--- src/rtl/subline_scheduler_pkg.sv ---
// Shared geometry, derived widths and FSM state encoding for the subline scheduler.
package subline_scheduler_pkg;

  // Song image geometry
  localparam int CHAR_W    = 6;   // pixel columns per character
  localparam int CPSBLN    = 16;  // characters per subline
  localparam int NUM_LINES = 33;  // lyric lines in the song image
  localparam int HOLD_CYC  = 4;   // idle cycles after each non-final line (>=1)

  localparam int LINE_COLS = CHAR_W * CPSBLN;
  localparam int SONG_COLS = LINE_COLS * NUM_LINES;

  // Derived widths
  localparam int ADDR_W     = $clog2(SONG_COLS);
  localparam int COL_W      = (CHAR_W > 1)    ? $clog2(CHAR_W)    : 1;
  localparam int CHAR_IDX_W = (CPSBLN > 1)    ? $clog2(CPSBLN)    : 1;
  localparam int LINE_W     = (NUM_LINES > 1) ? $clog2(NUM_LINES) : 1;
  localparam int HOLD_W     = (HOLD_CYC > 1)  ? $clog2(HOLD_CYC)  : 1;

  typedef enum logic [1:0] {
    S_IDLE = 2'd0,
    S_RUN  = 2'd1,
    S_HOLD = 2'd2,
    S_DONE = 2'd3
  } state_e;

endpackage

--- src/rtl/subline_scheduler_if.sv ---
// Control and ROM-side bus of the subline scheduler.
// master drives run control and observes the ROM sequencing; slave is the scheduler.
interface subline_scheduler_if;
  import subline_scheduler_pkg::*;

  logic                  start;
  logic                  pause;
  logic                  step;
  logic                  rom_en;
  logic [ADDR_W-1:0]     rom_addr;
  logic [COL_W-1:0]      col_idx;
  logic [CHAR_IDX_W-1:0] char_idx;
  logic [LINE_W-1:0]     line_idx;
  logic                  line_end;
  logic                  song_end;
  logic                  busy;

  modport master (
    output start, pause, step,
    input  rom_en, rom_addr, col_idx, char_idx, line_idx, line_end, song_end, busy
  );

  modport slave (
    input  start, pause, step,
    output rom_en, rom_addr, col_idx, char_idx, line_idx, line_end, song_end, busy
  );

endinterface

--- src/rtl/subline_scheduler_wrap_counter.sv ---
// Modulo-MOD up-counter with synchronous clear; carry flags the wrap from MOD-1 to 0.
module subline_scheduler_wrap_counter #(
  parameter int MOD = 2,
  parameter int W   = (MOD > 1) ? $clog2(MOD) : 1
) (
  input  logic         clk,
  input  logic         rst,
  input  logic         clr,
  input  logic         en,
  output logic [W-1:0] count,
  output logic         carry
);

  logic [W-1:0] count_q;
  logic [W-1:0] count_d;
  logic         at_max;

  assign at_max = (count_q == W'(MOD - 1));
  assign carry  = en && at_max;
  assign count  = count_q;

  // Next count: clear wins, otherwise step and wrap at MOD-1
  always_comb begin
    count_d = count_q;
    if (clr) begin
      count_d = '0;
    end else if (en) begin
      count_d = at_max ? '0 : count_q + W'(1);
    end
  end

  // Count register
  always_ff @(posedge clk) begin
    if (rst) begin
      count_q <= '0;
    end else begin
      count_q <= count_d;
    end
  end

endmodule

--- src/rtl/subline_scheduler.sv ---
// Subline scheduler: walks column/char/line positions of the song image, drives the
// shared ROM address and enable, and strobes line and song boundaries.
// The pos_* counters hold the column to be read next; the output registers show the
// column being read in the cycle rom_en is high.
module subline_scheduler
  import subline_scheduler_pkg::*;
(
  input  logic               clk,
  input  logic               rst,
  subline_scheduler_if.slave bus
);

  state_e state_q, state_d;

  logic adv;
  logic read_go;
  logic start_go;
  logic hold_en;

  logic col_carry, char_carry, line_carry, hold_carry;

  logic [COL_W-1:0]      pos_col;
  logic [CHAR_IDX_W-1:0] pos_char;
  logic [LINE_W-1:0]     pos_line;
  // Hold length is taken from the carry; the count value itself is not needed.
  logic [HOLD_W-1:0]     hold_cnt_unused;

  logic [ADDR_W-1:0] pos_addr_q, pos_addr_d;

  logic                  rom_en_q,   rom_en_d;
  logic [ADDR_W-1:0]     rom_addr_q, rom_addr_d;
  logic [COL_W-1:0]      col_q,      col_d;
  logic [CHAR_IDX_W-1:0] char_q,     char_d;
  logic [LINE_W-1:0]     line_q,     line_d;
  logic                  line_end_q, line_end_d;
  logic                  song_end_q, song_end_d;
  logic                  busy_q,     busy_d;

  // A step only matters while paused; without pause every RUN cycle advances once.
  assign adv      = !bus.pause || bus.step;
  assign read_go  = (state_q == S_RUN) && adv;
  assign start_go = ((state_q == S_IDLE) || (state_q == S_DONE)) && bus.start;
  assign hold_en  = (state_q == S_HOLD) && !bus.pause;

  subline_scheduler_wrap_counter #(.MOD(CHAR_W), .W(COL_W)) u_col (
    .clk(clk), .rst(rst), .clr(start_go), .en(read_go),
    .count(pos_col), .carry(col_carry)
  );

  subline_scheduler_wrap_counter #(.MOD(CPSBLN), .W(CHAR_IDX_W)) u_char (
    .clk(clk), .rst(rst), .clr(start_go), .en(col_carry),
    .count(pos_char), .carry(char_carry)
  );

  subline_scheduler_wrap_counter #(.MOD(NUM_LINES), .W(LINE_W)) u_line (
    .clk(clk), .rst(rst), .clr(start_go), .en(char_carry),
    .count(pos_line), .carry(line_carry)
  );

  subline_scheduler_wrap_counter #(.MOD(HOLD_CYC), .W(HOLD_W)) u_hold (
    .clk(clk), .rst(rst), .clr(start_go), .en(hold_en),
    .count(hold_cnt_unused), .carry(hold_carry)
  );

  // Next state: char_carry marks the last column of a line, line_carry the last of the song
  always_comb begin
    state_d = state_q;
    case (state_q)
      S_IDLE, S_DONE: if (bus.start) state_d = S_RUN;
      S_RUN:          if (char_carry) state_d = line_carry ? S_DONE : S_HOLD;
      S_HOLD:         if (hold_carry) state_d = S_RUN;
      default:        state_d = S_IDLE;
    endcase
  end

  // Linear ROM address tracks the position counters by increment
  always_comb begin
    pos_addr_d = pos_addr_q;
    if (start_go || line_carry) begin
      pos_addr_d = '0;
    end else if (read_go) begin
      pos_addr_d = pos_addr_q + ADDR_W'(1);
    end
  end

  // Registered outputs: show the column read this cycle, or the upcoming line during HOLD
  always_comb begin
    rom_en_d   = 1'b0;
    line_end_d = 1'b0;
    song_end_d = 1'b0;
    rom_addr_d = rom_addr_q;
    col_d      = col_q;
    char_d     = char_q;
    line_d     = line_q;
    if (start_go) begin
      rom_addr_d = '0;
      col_d      = '0;
      char_d     = '0;
      line_d     = '0;
    end else if (read_go) begin
      rom_en_d   = 1'b1;
      rom_addr_d = pos_addr_q;
      col_d      = pos_col;
      char_d     = pos_char;
      line_d     = pos_line;
      line_end_d = char_carry;
      song_end_d = line_carry;
    end else if (state_q == S_HOLD) begin
      rom_addr_d = pos_addr_q;
      col_d      = pos_col;
      char_d     = pos_char;
      line_d     = pos_line;
    end
    busy_d = (state_d == S_RUN) || (state_d == S_HOLD) || rom_en_d;
  end

  // State, address tracker and output registers
  always_ff @(posedge clk) begin
    if (rst) begin
      state_q    <= S_IDLE;
      pos_addr_q <= '0;
      rom_en_q   <= 1'b0;
      rom_addr_q <= '0;
      col_q      <= '0;
      char_q     <= '0;
      line_q     <= '0;
      line_end_q <= 1'b0;
      song_end_q <= 1'b0;
      busy_q     <= 1'b0;
    end else begin
      state_q    <= state_d;
      pos_addr_q <= pos_addr_d;
      rom_en_q   <= rom_en_d;
      rom_addr_q <= rom_addr_d;
      col_q      <= col_d;
      char_q     <= char_d;
      line_q     <= line_d;
      line_end_q <= line_end_d;
      song_end_q <= song_end_d;
      busy_q     <= busy_d;
    end
  end

  assign bus.rom_en   = rom_en_q;
  assign bus.rom_addr = rom_addr_q;
  assign bus.col_idx  = col_q;
  assign bus.char_idx = char_q;
  assign bus.line_idx = line_q;
  assign bus.line_end = line_end_q;
  assign bus.song_end = song_end_q;
  assign bus.busy     = busy_q;

endmodule

--- src/flat_wrapper.sv ---
// flat-port wrapper written by rule: the top's interface ports become plain ports
module subline_scheduler_flat import subline_scheduler_pkg::*;
  (clk, rst, bus_start, bus_pause, bus_step, bus_rom_en, bus_rom_addr, bus_col_idx, bus_char_idx, bus_line_idx, bus_line_end, bus_song_end, bus_busy);
  subline_scheduler_if bus_i ();
  input  logic clk;
  input  logic rst;
  input wire logic [$bits(bus_i.start)-1:0] bus_start;
  input wire logic [$bits(bus_i.pause)-1:0] bus_pause;
  input wire logic [$bits(bus_i.step)-1:0] bus_step;
  output wire logic [$bits(bus_i.rom_en)-1:0] bus_rom_en;
  output wire logic [$bits(bus_i.rom_addr)-1:0] bus_rom_addr;
  output wire logic [$bits(bus_i.col_idx)-1:0] bus_col_idx;
  output wire logic [$bits(bus_i.char_idx)-1:0] bus_char_idx;
  output wire logic [$bits(bus_i.line_idx)-1:0] bus_line_idx;
  output wire logic [$bits(bus_i.line_end)-1:0] bus_line_end;
  output wire logic [$bits(bus_i.song_end)-1:0] bus_song_end;
  output wire logic [$bits(bus_i.busy)-1:0] bus_busy;
  assign bus_i.start = bus_start;
  assign bus_i.pause = bus_pause;
  assign bus_i.step = bus_step;
  assign bus_rom_en = bus_i.rom_en;
  assign bus_rom_addr = bus_i.rom_addr;
  assign bus_col_idx = bus_i.col_idx;
  assign bus_char_idx = bus_i.char_idx;
  assign bus_line_idx = bus_i.line_idx;
  assign bus_line_end = bus_i.line_end;
  assign bus_song_end = bus_i.song_end;
  assign bus_busy = bus_i.busy;
  subline_scheduler u_core (.clk(clk), .rst(rst), .bus(bus_i));
endmodule
--- config.mk ---
export PLATFORM = sky130hd
export DESIGN_NAME = subline_scheduler_flat
export DESIGN_NICKNAME = d
export VERILOG_FILES = /design/src/rtl/subline_scheduler_pkg.sv /design/src/rtl/subline_scheduler_if.sv /design/src/rtl/subline_scheduler_wrap_counter.sv /design/src/rtl/subline_scheduler.sv /design/src/flat_wrapper.sv
export SDC_FILE = /design/constraint.sdc
export NUM_CORES = 1
export LEC_CHECK = 0
export ABC_AREA = 1
export BUFFER_PORTS_ARGS = -buffer_cell sky130_fd_sc_hd__clkbuf_2
export CORE_ASPECT_RATIO = 0.7
export CORE_MARGIN = 1.5
export CORE_UTILIZATION = 56
export DETAILED_ROUTE_END_ITERATION = 12
export GPL_ROUTABILITY_DRIVEN = 0
export PLACE_DENSITY = 0.78
export RECOVER_POWER = 100
export SKIP_LAST_GASP = 1
export SLEW_MARGIN = 10
export SYNTH_ARGS = -nofsm -noshare
export SYNTH_HDL_FRONTEND = slang
export SYNTH_SLANG_ARGS = --single-unit
export TNS_END_PERCENT = 100
--- constraint.sdc ---
create_clock -name clk -period 1.91 [get_ports clk]
set_input_delay 0.2865 -clock clk [delete_from_list [all_inputs] [get_ports clk]]
set_output_delay 0.2865 -clock clk [all_outputs]
set_load 0.02 [all_outputs]
Word level (Yosys, flattened, before mapping)

Index checks and enable logic that the tools add are counted.

Flip-flop bits (word level): 58
Input bits: 5
Word-level logic and storage cells: 67

Add/subtract/negate cells: 5
Equality and inequality tests: 9
Multiplexer cells: 19
Bitwise logic cells: 1
Reduce and logical (&&, ||, !) cells: 19

Operators with widths:

| kind                  | count |
|---|---|
| $mux 12               | 2 |
| $mux 6                | 3 |
| $add 12x1->12 const B | 1 |
| $mux 4                | 3 |
| $mux 3                | 3 |
| $eq 2x2->1 const B    | 4 |
| $mux 2                | 4 |
| $logic_and 1x1->1     | 7 |
| $add 6x1->6 const B   | 1 |
| $eq 6x6->1 const B    | 1 |
| $pmux 2 s3            | 1 |
| $reduce_or 2->1       | 3 |
| $logic_or 1x1->1      | 5 |
| $add 4x1->4 const B   | 1 |
| $eq 2x1->1 const B    | 2 |
| $eq 4x4->1 const B    | 1 |
| $add 3x1->3 const B   | 1 |
| $eq 3x3->1 const B    | 1 |
| $mux 1                | 3 |
| $reduce_or 3->1       | 1 |
| $add 2x1->2 const B   | 1 |
| $logic_not 2->1       | 1 |
| $reduce_bool 2->1     | 1 |
| $logic_not 1->1       | 1 |
| $not 1->1             | 1 |

Logic depth before layout (Yosys ltp)

Depth after elaboration: 12
Mapped depth: 11
Mapped depth without buffers: 11

By module

A second synthesis with hierarchy kept.

Cells, all modules: 350
Area total of the unflattened synthesis: 2529.9 um^2

By module, submodules not included:

| module                                          | instances | cells an instance | area an instance (um^2) |
|---|---|---|---|
| subline_scheduler                               | 1         | 239               | 1765.4 |
| subline_scheduler_wrap_counter at u_core.u_line | 1         | 48                | 327.8 |
| subline_scheduler_wrap_counter at u_core.u_char | 1         | 27                | 196.4 |
| subline_scheduler_wrap_counter at u_core.u_col  | 1         | 20                | 135.1 |
| subline_scheduler_wrap_counter at u_core.u_hold | 1         | 16                | 105.1 |

Worst setup path after synthesis

OpenSTA, ideal clock, no wires.

Path type: reg-to-reg
Start: register u_core.state_q[0]
End: register u_core.char_q[1], in the netlist u_core.bus.char_idx[1]
Library setup time: 0.070 ns
Data arrival time: 1.548 ns
Setup slack: 0.292 ns
Cell stages (with the launch flop): 9
Path buffers: 1
Clock period less this slack: 1.618 ns
Cell sequence: dfxtp_1 > inv_1 > ha_1 > nand2_1 > inv_1 > nor2_1 > clkbuf_1 > o21ai_0 > a21oi_1

Longest elaborated chain between the ends: 4
Elaborated cells between the ends (all ways): 10

Ends and longest elaborated chain:

| item                                                 | RTL line                 | source |
|---|---|---|
| from (decl)                                          | subline_scheduler.sv:13  | `state_e state_q, state_d;` |
| from (signal assigned)                               | subline_scheduler.sv:131 | `state_q <= state_d;` |
| $eq 2x2->1 / $logic_not 2->1 (equally long branches) | subline_scheduler.sv:42  | `assign start_go = ((state_q == S_IDLE) \|\| (state_q == S_DONE)) && bus.start;` |
| $logic_or 1x1->1                                     | subline_scheduler.sv:42  |  |
| $logic_and 1x1->1                                    | subline_scheduler.sv:42  |  |
| $reduce_or 2->1 (no source line)                     | n/a                      |  |
| to (signal assigned)                                 | subline_scheduler.sv:136 | `char_q <= char_d;` |
| to (decl)                                            | subline_scheduler.sv:33  | `logic [CHAR_IDX_W-1:0] char_q, char_d;` |

Several ways; a longest one is shown, not always the timed one.
A chain may end at the register's enable or synchronous reset.

Worst setup path in the final report

Start: register u_core.u_char.count_q[0], in the netlist u_core.u_char.count[0]
End: register u_core.u_line.count_q[5], in the netlist u_core.u_line.count[5]

Longest elaborated chain between the ends: 2

Ends and longest elaborated chain:

| item                   | RTL line                             | source |
|---|---|---|
| from (decl)            | subline_scheduler_wrap_counter.sv:14 | `logic [W-1:0] count_q;` |
| from (signal assigned) | subline_scheduler_wrap_counter.sv:37 | `count_q <= count_d;` |
| $eq 4x4->1             | subline_scheduler_wrap_counter.sv:18 | `assign at_max = (count_q == W'(MOD - 1));` |
| $logic_and 1x1->1      | subline_scheduler_wrap_counter.sv:19 | `assign carry = en && at_max;` |
| to (signal assigned)   | subline_scheduler_wrap_counter.sv:37 |  |
| to (decl)              | subline_scheduler_wrap_counter.sv:14 |  |

No other way between the ends.

==> results_dict.tcl <==
set metrics [dict create \
    status "complete, no violations" \
    synth.cell_area_mm2 0.00244 \
    vias 2101 \
    grt_setup_unrepaired "no" \
    regArea_mm2 0.00116 \
    route.detailed.drc 0 \
    fin_util_pct 71.1 \
    worst-slew-pin-transition_ns 0.298 \
    die_x_um 81.9 \
    ioPinCount 34 \
    fin_tns_setup_ns 0 \
    power.density_mw_per_mm2 990 \
    cp.required_ns 2.13 \
    finalMaxSlewViolations 0 \
    portBuffers 33 \
    grtUsageTotal_pct 24.6 \
    fmax_ghz 0.581 \
    layout_commonest_cell "dfxtp_1" \
    initialDrtViolationCount 119 \
    peakVddDrop_mv 0.962 \
    path_class "register to register" \
    initial_core_util_pct 60.4 \
    multi_input_area_mm2 0.00106 \
    synth_edf_count 0 \
    first_global_vias 1791 \
    cp_max_fo 9 \
    numCtsBuffers 9 \
    setup_viol 0 \
    r2r_slack_ns 0.19 \
    fin_area_mm2 0.00287 \
    cp.arrival_ns 1.94 \
    drtAntennaViolNets 0 \
    drv_cap 0 \
    finalCritPeriodShare_pct 90.1 \
    root_buffer "clkbuf_8" \
    grt_pass1_wl_um 8540 \
    die_y_um 58.2 \
    num_rows 19 \
    hold_viol 0 \
    netlist_instances 308 \
    synth_seq_cells 58 \
    area_delta_synth_final_pct 17.6 \
    grt_max_degree 30 \
    syn_area_per_cell_um2 7.93 \
    hp-class "primary input to register" \
    clock_latency_ns 0.34 \
    ys_seq_area_share_pct 47.6 \
    syn_nets 320 \
    end_kind "register" \
    drt_wl_total_um 5260 \
    cp-start-kind "register" \
    min_period_ns 1.72 \
    nets 365 \
    layout.cells.non_filler 410 \
    ctsHoldBuffers 0 \
    yosysWarnings 0 \
    antenna_cells 0 \
    ys_async_sr_fraction_pct 0 \
    placed_cell_area_mm2 0.00270 \
    drive_above_1_share_pct 11.5 \
    htreeDepth 3 \
    viasPerCell 5.12 \
    die-area_mm2 0.00477 \
    hpwl_um 3670 \
    coreArea_mm2 0.00404 \
    synth.distinct_cells 27 \
    cts_tree "done" \
    p_leak_uw 0.00111 \
    relSlewSlack_pct 80.1 \
    path_clk_slew_ns 0.07 \
    dp_cells 393 \
    fill_cells 347 \
    final_cell_mix "dfxtp_1 (58), nor2_1 (47), o21ai_0 (39)" \
    clockBufferDepth 2 \
    antenna_found_initial 0 \
    gr-total-overflow 0 \
    skew_ns 0.0105 \
    clkSinkCount 58 \
    wire_per_inst_um 12.8 \
    dr.pass1.iters 4 \
    ys.flop_type "dfxtp_1" \
]
## through the flow
stage / hold WS (ns) / total power (µW) / setup WS [ns]
3_3_place_gp: 0.465 / 1580 / 0.232
6_report: 0.152 / 2840 / 0.188
3_5_place_dp: 0.466 / 1590 / 0.162
4_1_cts: 0.153 / 2870 / 0.126
2_1_floorplan: 0.355 / 1490 / 0.292
5_1_grt: 0.152 / 2960 / 0.0457
## kinds of logic (layout without fill, tap and decap cells)
family,Yosys count,count (layout),share of synthesized area [%]
and+or+nand+nor,116,116,21.3
AOI/OAI and AO/OA,72,72,16.4
DFF,58,58,47.6
buffers and inverters,46,96,7.94
xor gates and xnor gates,9,9,3.23
adders and majority gates,7,7,3.59
## registers in the layout, indices dropped and copies added, names as in the netlist
signal               flops
u_core.bus.busy          1
u_core.bus.char_idx      4
u_core.bus.col_idx       3
u_core.bus.line_idx      6
u_core.bus.rom_addr     12
u_core.u_line.count      6
u_core.pos_addr_q       12
u_core.u_col.count       3
u_core.bus.rom_en        1
u_core.u_char.count      4
u_core.bus.song_end      1
u_core.bus.line_end      1
u_core.state_q           2
u_core.u_hold.count      2
## what timing repair did
item	in CTS	in global routing
setup buffers	0	1
endpoints found under the setup margin	0	2
resized for setup	0	1
hold endpoints to repair	0	0
## area by class of cell
cell class              count  share of cell area [%]
clock buffers              12                    5.40
clock inverters             4                    2.57
inverters                  37                    4.84
multi-input cells         204                    37.0
flip-flops and latches     58                    40.4
well taps                  52                    2.27
repair buffers             43                    7.54
## critical path: stages, from the launching register on
cell	delay, ns
dfxtp_1	0.39
ha_1	0.20
inv_1	0.07
nor2_2	0.20
nand3_4	0.16
or2_4	0.28
nand2_4	0.10
inv_2	0.06
o21ai_0	0.07
a21oi_1	0.06
## cells in the mapped netlist, types with 3 or more instances
cell type   n  area share (%)
nand2_1    36             5.5
nor3_1      7             1.4
xnor2_1     3             1.1
o21ai_0    39             8.0
a21oi_1    25             5.1
nor2_1     45             6.9
ha_1        7             3.6
a21oi_2     6             2.2
nand4_1     3            0.77
clkbuf_1    4            0.61
dfxtp_1    58              48
inv_1      36             5.5
nor2_2      6             1.5
buf_2       3            0.61
nand3_1    13             2.7
xor2_1      6             2.2
## final timing paths
check | from | to | cells past startpoint
worst max-delay path | u_core.u_char.count[0] | u_core.u_line.count[5] | 9
worst min-delay path | rst | u_core.state_q[1] | 2
worst max register to register | u_core.u_char.count[0] | u_core.u_line.count[5] | 9
worst min register to register | u_core.pos_addr_q[10] | u_core.pos_addr_q[10] | 2
## metal layers
metal	global-route usage, %	vias to the layer above	routed length (µm)
met4	12.1	0	84
met3	8.35	10	318
li1	-	1095	-
met2	31.4	64	2110
met1	36.3	932	2750
met5	0	-	0
## power by group
part	internal (µW)	total [µW]	switching (µW)
clock	806	1290	487
sequential	1250	1270	21.1
combinational	85.4	277	192
Power figures use the tool's default switching activity.
